File: src/rtl/iob_tdp_ram_arb.sv
// Round-robin arbiter sharing one true-dual-port RAM between N_REQ requesters.
// Grants up to two requests per cycle (port A, then port B) and avoids same-address write hazards.
module iob_tdp_ram_arb #(
    parameter int unsigned N_REQ  = 4,
    parameter int unsigned DATA_W = 32,
    parameter int unsigned ADDR_W = 11
) (
    input  logic                     clk_i,
    input  logic                     rst_i,
    input  logic [N_REQ-1:0]         req_valid_i,
    input  logic [N_REQ-1:0]         req_we_i,
    input  logic [N_REQ*ADDR_W-1:0]  req_addr_i,
    input  logic [N_REQ*DATA_W-1:0]  req_wdata_i,
    output logic [N_REQ-1:0]         req_ready_o,
    output logic [N_REQ-1:0]         resp_valid_o,
    output logic [N_REQ*DATA_W-1:0]  resp_rdata_o,
    output logic                     ram_en_a_o,
    output logic                     ram_we_a_o,
    output logic [ADDR_W-1:0]        ram_addr_a_o,
    output logic [DATA_W-1:0]        ram_data_a_o,
    input  logic [DATA_W-1:0]        ram_q_a_i,
    output logic                     ram_en_b_o,
    output logic                     ram_we_b_o,
    output logic [ADDR_W-1:0]        ram_addr_b_o,
    output logic [DATA_W-1:0]        ram_data_b_o,
    input  logic [DATA_W-1:0]        ram_q_b_i
);

    localparam int unsigned PTR_W = (N_REQ > 1) ? $clog2(N_REQ) : 1;

    logic [PTR_W-1:0] rr_q, rr_d;
    logic [N_REQ-1:0] resp_vld_q, resp_vld_d;
    logic [N_REQ-1:0] tag_q, tag_d;  // 0 = served by port A, 1 = port B

    logic             a_found, b_found;
    logic [PTR_W-1:0] a_idx, b_idx, scan_idx;

    function automatic logic [PTR_W-1:0] wrap_add(input logic [PTR_W-1:0] base,
                                                  input logic [PTR_W:0]   off);
        logic [PTR_W:0] sum;
        sum = {1'b0, base} + off;
        if (sum >= (PTR_W+1)'(N_REQ)) sum = sum - (PTR_W+1)'(N_REQ);
        return sum[PTR_W-1:0];
    endfunction

    // Priority scan from rr_q; port B skips candidates that would collide with port A.
    always_comb begin
        a_found  = 1'b0;
        b_found  = 1'b0;
        a_idx    = '0;
        b_idx    = '0;
        scan_idx = '0;
        if (!rst_i) begin
            for (int unsigned k = 0; k < N_REQ; k++) begin
                scan_idx = wrap_add(rr_q, (PTR_W+1)'(k));
                if (req_valid_i[scan_idx]) begin
                    if (!a_found) begin
                        a_found = 1'b1;
                        a_idx   = scan_idx;
                    end else if (!b_found &&
                                 !((req_addr_i[scan_idx*ADDR_W +: ADDR_W] ==
                                    req_addr_i[a_idx*ADDR_W +: ADDR_W]) &&
                                   (req_we_i[scan_idx] || req_we_i[a_idx]))) begin
                        b_found = 1'b1;
                        b_idx   = scan_idx;
                    end
                end
            end
        end
    end

    always_comb begin
        req_ready_o  = '0;
        ram_en_a_o   = a_found;
        ram_we_a_o   = 1'b0;
        ram_addr_a_o = '0;
        ram_data_a_o = '0;
        ram_en_b_o   = b_found;
        ram_we_b_o   = 1'b0;
        ram_addr_b_o = '0;
        ram_data_b_o = '0;
        if (a_found) begin
            req_ready_o[a_idx] = 1'b1;
            ram_we_a_o         = req_we_i[a_idx];
            ram_addr_a_o       = req_addr_i[a_idx*ADDR_W +: ADDR_W];
            ram_data_a_o       = req_wdata_i[a_idx*DATA_W +: DATA_W];
        end
        if (b_found) begin
            req_ready_o[b_idx] = 1'b1;
            ram_we_b_o         = req_we_i[b_idx];
            ram_addr_b_o       = req_addr_i[b_idx*ADDR_W +: ADDR_W];
            ram_data_b_o       = req_wdata_i[b_idx*DATA_W +: DATA_W];
        end
    end

    // Pointer advances past the last index granted in scan order.
    always_comb begin
        rr_d       = rr_q;
        resp_vld_d = '0;
        tag_d      = tag_q;
        if (b_found)      rr_d = wrap_add(b_idx, (PTR_W+1)'(1));
        else if (a_found) rr_d = wrap_add(a_idx, (PTR_W+1)'(1));
        if (a_found && !req_we_i[a_idx]) begin
            resp_vld_d[a_idx] = 1'b1;
            tag_d[a_idx]      = 1'b0;
        end
        if (b_found && !req_we_i[b_idx]) begin
            resp_vld_d[b_idx] = 1'b1;
            tag_d[b_idx]      = 1'b1;
        end
    end

    always_ff @(posedge clk_i) begin
        if (rst_i) begin
            rr_q       <= '0;
            resp_vld_q <= '0;
            tag_q      <= '0;
        end else begin
            rr_q       <= rr_d;
            resp_vld_q <= resp_vld_d;
            tag_q      <= tag_d;
        end
    end

    // A response pending when reset arrives is dropped immediately.
    always_comb begin
        resp_valid_o = rst_i ? '0 : resp_vld_q;
        resp_rdata_o = '0;
        for (int unsigned i = 0; i < N_REQ; i++) begin
            if (resp_valid_o[i])
                resp_rdata_o[i*DATA_W +: DATA_W] = tag_q[i] ? ram_q_b_i : ram_q_a_i;
        end
    end

endmodule

File: config.mk
export PLATFORM = sky130hd
export DESIGN_NAME = iob_tdp_ram_arb
export DESIGN_NICKNAME = d
export VERILOG_FILES = /design/src/rtl/iob_tdp_ram_arb.sv
export SDC_FILE = /design/constraint.sdc
export NUM_CORES = 1
export LEC_CHECK = 0
export ABC_CLOCK_PERIOD_IN_PS = 9500
export BUFFER_PORTS_ARGS = -buffer_cell sky130_fd_sc_hd__buf_2
export CAP_MARGIN = 15
export CORE_AREA = 2 2 184 186
export CTS_CLUSTER_DIAMETER = 80
export DETAILED_ROUTE_END_ITERATION = 16
export DIE_AREA = 0 0 186 188
export PLACE_DENSITY = 0.6
export SLEW_MARGIN = 20
export SYNTH_ARGS = -nofsm -noshare
export SYNTH_HDL_FRONTEND = slang
export SYNTH_SLANG_ARGS = --single-unit
export TNS_END_PERCENT = 5
File: constraint.sdc
create_clock -name clk_i -period 9.5 [get_ports clk_i]
set_input_delay 1.9 -clock clk_i [delete_from_list [all_inputs] [get_ports clk_i]]
set_output_delay 1.9 -clock clk_i [all_outputs]
set_load 0.01 [all_outputs]
==> results of run 1 <==
worst reg2reg max path, stage by stage, from the launching register on:
cell and delay [ns]:
dfxtp_4 0.49, buf_4 0.83, ha_1 0.52, inv_2 0.20
mux2i_1 0.63, buf_4 0.33, nor2_1 0.07, a21oi_2 0.11
xor2_1 0.15, a21oi_1 0.08, or4_1 0.55, o211ai_1 0.20
buf_4 0.49, mux2_2 0.28, o22a_1 0.16, o21ai_1 0.09
nor2b_1 0.17
cell usage in the layout (no fill, tap or decap), types with 16 or more instances in the layout:
| master | n |
|---|---|
| nand3_1 | 16 |
| a211oi_2 | 42 |
| nand2_1 | 56 |
| a21oi_1 | 24 |
| buf_2 | 471 |
| mux2_2 | 17 |
| mux4_2 | 66 |
| o31ai_1 | 46 |
| and2_1 | 45 |
| mux2i_1 | 176 |
| or3_1 | 50 |
| inv_1 | 54 |
| nor2_1 | 159 |
| buf_4 | 32 |
| a211oi_1 | 57 |
| nand3b_1 | 45 |
| nor3_1 | 47 |
| a31oi_1 | 45 |
| o21ai_0 | 92 |
power breakdown:
group          leakage [nW]  switching (mW)  internal, mW
clock                0.0382          0.0178        0.0560
combinational          5.18            1.24         0.826
sequential           0.0846          0.0568        0.0519
worst paths after layout:
check / cells past startpoint / endpoint / slack, ns / startpoint
worst max register to register: 16 / resp_vld_q[2] / 4.03 / rr_q[0]
worst max-delay path: 21 / ram_data_b_o[0] / 0.62 / req_valid_i[0]
worst min register to register: 2 / tag_q[1] / 0.68 / tag_q[1]
worst min-delay path: 2 / tag_q[1] / 0.68 / tag_q[1]
routing by layer:
metal	share of wire, %	GRT usage [%]	wire length (um)	vias to the layer above
met3	9.7	5.846	4723	118
li1	-	-	-	5886
met5	0.062	0	30	-
met1	41	35.44	19960	6238
met4	3.6	8.843	1752	4
met2	46	42.22	22260	717
sequential cells by signal, indices dropped and copies added, names as in the netlist:
register,flops
resp_vld_q,4
rr_q,2
tag_q,4
cells by family (layout without fill, tap and decap cells):
family	after synthesis	in the layout	synth area share, %
mux	260	260	34.62
compound gates	375	375	27.48
fa+ha+maj	2	2	0.2502
other cells	0	3	0
buf+inv	217	569	9.234
flops	10	10	2.002
simple gates	481	481	24.93
xor+xnor	17	17	1.489
final cells by class:
cell class	count	area, um2	area share (%)
Antenna cell	3	7.507	0.05919
Clock buffer	4	78.83	0.6215
Inverter	58	217.7	1.716
Multi-Input combinational cell	1135	8931	70.42
Sequential cell	10	210.2	1.657
Tap cell	448	560.5	4.419
Timing Repair Buffer	507	2678	21.11
per-stage QoR:
step | util [%] | cell area [um2] | std cells
after floorplan | - | 10000 | 1362
after global placement | 37.98 | 12580 | 2157
after detailed placement | 37.98 | 12580 | 2157
after CTS | 38.22 | 12660 | 2161
after global routing | 38.30 | 12680 | 2165
final | 38.30 | 12680 | 2165
==> results.yml, run 1 <==
synth:
  async_flop_share_pct: 0
  synthTopCellsByCount: "176 x mux2i_1, 159 x nor2_1, 101 x clkbuf_1, 92 x o21ai_0, 66 x mux4_2"
  ys_top_cells_by_area: "mux2i_1 18%, mux4_2 15%, nor2_1 6.0%, a211oi_2 5.3%, o21ai_0 4.6%"
  netlist.top_cell.by_area: "mux2i_1"
  ys_types: 72
  ys_warn_count: 0
  yosysSeqAreaShare_pct: 2.002
  postSynthCellCount: 1362
  synthFlopType: "dfxtp_1"
  netlist_area_um2: 10000
  synth_top_area_share_pct: 17.62
  syn_avg_cell_area_um2: 7.342
  syn_nets: 1610
  yosysMostFrequentCell: "mux2i_1"
  synth_seq_cells: 10
  synth_edf_count: 0
timing:
  whs_ns: 0.6842
  rsz0062_at_grt: "no"
  hold_viol: 0
  finalClockSkew_ns: 0.003858
  slew_headroom_pct: 22.11
  final_max_slew_viol_count: 0
  setup_viol: 0
  setup_tns_ns: 0
  timing.final.crit_share_pct: 93.42
  setup_slack_ns: 0.6249
  max_freq_mhz: 112.7
  worst_slew_pin_slew_ns: 1.168
  fin_crit_ns: 8.875
clock_tree:
  numCtsBuffers: 3
  root_buffer: "clkbuf_16"
  htreeDepth: 1
  clock_path_buffers: 2
  cts.clk_slew.worst_paths_ns: 0.04
  hold_buffers: 0
  insertion_delay_ns: 0.23
  postCtsSetupBuffers: 0
  clock-sinks: 10
  cts_tree: "yes"
  ctsResizeCount: 0
global_routing:
  antenna_found_initial: 5
  gr-total-overflow: 0
  grt_pass1_wl_mm: 73.12
  grt_max_degree: 93
  first_global_vias: 12300
  grt_util_all_layers_pct: 26.57
worst_setup_path:
  cp_slowest_cell: "mux2i_1"
  cp-start-kind: "input port"
  path_class: "in -> out"
  required_ns: 7.60
  crit_family: "compound AO/OA/AOI/OAI gates"
  endpoint_kind: "output port"
  cp_num_buf_inv: 6
  crit_chain: "buf_2, inv_1, nor2_1, a21oi_1, o21ai_0, ha_1, inv_2, mux2i_1, buf_4, nor2_1, a21oi_2, xor2_1, a21oi_1, or4_1, o21ai_4, buf_4, a211oi_1, o21ai_0, a31oi_1, a211oi_2, buf_2"
  crit_arrival_ns: 6.98
  crit_fanout: 50
  critPathMaxStageDelay_ns: 0.63
floorplanning:
  die_w_um: 186
  rows: 67
  fp.dieArea_um2: 34970
  dieHeight_um: 188
  start_util_pct: 30.20
  ios: 472
  coreArea_um2: 33110
placed_design:
  place_ws_ns: 0.6377
  port_buffers: 471
  dpl.hpwl_mm: 35.39
  gp_congestion: 0.9893
detailed_routing:
  via_count: 12960
  drt_pass1_iterations: 5
  drc: 0
  vias_per_cell: 5.988
  drt-wirelength-per-cell_um: 22.50
  drt-initial-drc-count: 1092
  wl_mm: 48.72
  drtAntennaViolNets: 0
hold_path:
  hp-class: "reg -> reg"
flow_run:
  drv_cap: 0
power:
  powerDensity_nw_per_um2: 176.9
  ir_drop_uv: 108.2
  p_leak_nw: 5.303
  power.total_mw: 2.244
outcome:
  status: "finished, final reports clean"
cells_and_area:
  drive_gt1_share_pct: 38.51
  nNetsFinal: 1963
  area_delta_synth_final_pct: 26.84
  n_fill_cell: 3567
Note: power is estimated with default switching activity, not from simulation.
==> run 2, diff against run 1 <==
--- a/config.mk
+++ b/config.mk
@@ -5,14 +5,15 @@
 export SDC_FILE = /design/constraint.sdc
 export NUM_CORES = 1
 export LEC_CHECK = 0
-export ABC_CLOCK_PERIOD_IN_PS = 9500
+export ABC_AREA = 1
+export ABC_CLOCK_PERIOD_IN_PS = 8600
 export BUFFER_PORTS_ARGS = -buffer_cell sky130_fd_sc_hd__buf_2
 export CAP_MARGIN = 15
-export CORE_AREA = 2 2 184 186
+export CORE_AREA = 2 2 186 188
 export CTS_CLUSTER_DIAMETER = 80
 export DETAILED_ROUTE_END_ITERATION = 16
-export DIE_AREA = 0 0 186 188
-export PLACE_DENSITY = 0.6
+export DIE_AREA = 0 0 188 190
+export PLACE_DENSITY = 0.53
 export SLEW_MARGIN = 20
 export SYNTH_ARGS = -nofsm -noshare
 export SYNTH_HDL_FRONTEND = slang
==> constraint.sdc (replaced) <==
create_clock -name clk_i -period 8.6 [get_ports clk_i]
set_input_delay 1.72 -clock clk_i [delete_from_list [all_inputs] [get_ports clk_i]]
set_output_delay 1.72 -clock clk_i [all_outputs]
set_load 0.01 [all_outputs]
==> results.yml, run 2 <==
outcome:
  status: "finished, final reports clean"
detailed_routing:
  drt_pass1_iterations: 8
  drt-initial-drc-count: 1213
  vias_per_cell: 5.377
  via_count: 13490
  drtAntennaViolNets: 0
  drc: 0
  drt-wirelength-per-cell_um: 19.56
  wl_mm: 49.07
floorplanning:
  rows: 68
  ios: 472
  dieHeight_um: 190
  coreArea_um2: 33950
  start_util_pct: 23.44
  die_w_um: 188
  fp.dieArea_um2: 35720
synth:
  yosysMostFrequentCell: "nand2_1"
  ys_top_cells_by_area: "nand2_1 31%, a21oi_1 9.1%, o21ai_0 7.4%, inv_1 6.3%, o22ai_1 5.8%"
  synthTopCellsByCount: "663 x nand2_1, 145 x a21oi_1, 133 x inv_1, 118 x o21ai_0, 100 x nor2_1"
  synth_edf_count: 0
  synth_xor_area_share_pct: 1.101
  yosysSeqAreaShare_pct: 2.516
  async_flop_share_pct: 0
  ys_warn_count: 0
  synth_mux_area_share_pct: 0
  synthFlopType: "dfxtp_1"
  synth_compound_area_share_pct: 32.88
  yosys.area_share.simple_pct: 49.05
  syn_nets: 1910
  ys_types: 45
  postSynthCellCount: 1662
  netlist_area_um2: 7956
  synth_top_family_by_area: "simple AND/OR/NAND/NOR gates"
  synth_top_area_share_pct: 31.28
  syn_avg_cell_area_um2: 4.787
  synthAdderAreaFrac_pct: 0.3145
  netlist.top_cell.by_area: "nand2_1"
  synth_seq_cells: 10
power:
  powerDensity_nw_per_um2: 319.3
  power.total_mw: 3.404
  ir_drop_uv: 189.6
  p_leak_nw: 5.926
cells_and_area:
  regArea_um2: 201.4
  drive_gt1_share_pct: 27.58
  fin_util_pct: 31.41
  multi_input_area_um2: 6631
  top_regs: "resp_vld_q (4), tag_q (4), rr_q (2)"
  area_delta_synth_final_pct: 34.00
  final_common_cell: "nand2_1"
  n_fill_cell: 3949
  nNetsFinal: 2302
  postLayoutCellArea_um2: 10660
  final_cell_mix: "663 x nand2_1, 471 x buf_2, 145 x a21oi_1, 132 x inv_1, 117 x o21ai_0"
clock_tree:
  ctsResizeCount: 0
  clock-sinks: 10
  clock_path_buffers: 2
  htreeDepth: 1
  insertion_delay_ns: 0.23
  cts_tree: "yes"
  hold_buffers: 0
  postCtsSetupBuffers: 0
  numCtsBuffers: 3
  root_buffer: "clkbuf_16"
  cts.clk_slew.worst_paths_ns: 0.04
worst_setup_path:
  cp-start-kind: "input port"
  path_class: "in -> out"
  critPathMaxStageDelay_ns: 0.41
  crit_fanout: 29
  cp_slowest_cell: "ha_1"
  crit_family: "simple AND/OR/NAND/NOR gates"
  crit_chain: "buf_2, inv_1, nand2_1, nand3_4, nand2_4, ha_1, buf_4, o21ai_0, nand2_1, nand2_1, xnor2_1, nor4_1, nand3_1, nand2_1, nand3_1, o21ai_2, nand3_2, inv_2, buf_4, nand2_4, o22ai_1, nor2_1, buf_2"
  cp_num_buf_inv: 6
  endpoint_kind: "output port"
  crit_arrival_ns: 6.19
  r2r_start: "rr_q[0]"
  critPathLaunch: "req_valid_i[3]"
  required_ns: 6.88
  crit_top_cell: "nand2_1"
global_routing:
  met2_usage_pct: 44.25
  first_global_vias: 12810
  grt_pass1_wl_mm: 72.73
  grtUsageMet3_pct: 3.855
  grt_util_all_layers_pct: 25.73
  met1_usage_pct: 30.93
  grt_max_degree: 64
  antenna_found_initial: 7
  busiest_layer: "met2"
  gr-total-overflow: 0
hold_path:
  hp-class: "reg -> reg"
  hold_path_startpoint: "tag_q[2]"
timing:
  rsz0062_at_grt: "no"
  max_freq_mhz: 126.4
  final_max_slew_viol_count: 0
  worst_slew_pin_slew_ns: 0.9880
  setup_viol: 0
  fin_crit_ns: 7.910
  timing.final.crit_share_pct: 91.98
  slew_headroom_pct: 34.06
  finalClockSkew_ns: 0.0003580
  hold_viol: 0
  setup_tns_ns: 0
  setup_slack_ns: 0.6895
placed_design:
  gp_congestion: 0.9844
  place_ws_ns: 0.7266
  dpl.hpwl_mm: 37.00
  placed_area_um2: 10580
  port_buffers: 471
flow_run:
  drv_cap: 0
run 2: cell count changes after synthesis, moves of 59 or more:
cell,change
o22ai_1,+73
mux2i_1,-176
a21oi_1,+121
mux4_2,-66
nor2_1,-59
nand2_1,+607
inv_1,+79
nand3_1,+75
run 2: path summary, 6_finish.rpt:
path,end,slack [ns],depth (start not counted)
setup reg to reg,tag_q[0],3.49,24
setup / recovery,ram_data_b_o[5],0.69,23
hold reg to reg,tag_q[2],0.81,3
hold / removal,tag_q[2],0.81,3
run 2: area by class of cell:
cell class,count,area share [%]
Clock buffer,3,0.7041
Sequential cell,10,1.889
Tap cell,455,5.340
Antenna cell,1,0.02347
Timing Repair Buffer,506,24.69
Inverter,145,5.152
Multi-Input combinational cell,1388,62.20
run 2: logic make-up after synthesis:
logic type                 count (synthesis)
AOI/OAI and AO/OA                        445
xor gates and xnor gates                  10
adders and majority gates                  2
buffers and inverters                    264
DFF                                       10
and+or+nand+nor                          931
run 2: worst min-delay path: stages, from the launching register on:
cell and delay (ns):
dfxtp_1 0.31, buf_4 0.27, nand2_1 0.12, a21oi_1 0.06
run 2: layer usage:
layer / routed length (um) / vias to the layer above
met3: 4298 / 155
met1: 19370 / 6169
met5: 9 / -
met2: 22770 / 862
met4: 2626 / 2
li1: - / 6297
run 2: through the flow:
stage | instances | hold WS, ns
final | 2508 | 0.8072
after detailed placement | 2504 | 0.7920
after global placement | 2504 | 0.7929
after CTS | 2507 | 0.8024
after global routing | 2508 | 0.8348
after floorplan | 1662 | 0.5830
run 2: power breakdown:
part | internal, mW | total [mW] | switching (mW)
sequential | 0.0615 | 0.0728 | 0.0113
clock | 0.0601 | 0.0800 | 0.0199
combinational | 1.00 | 3.25 | 2.25
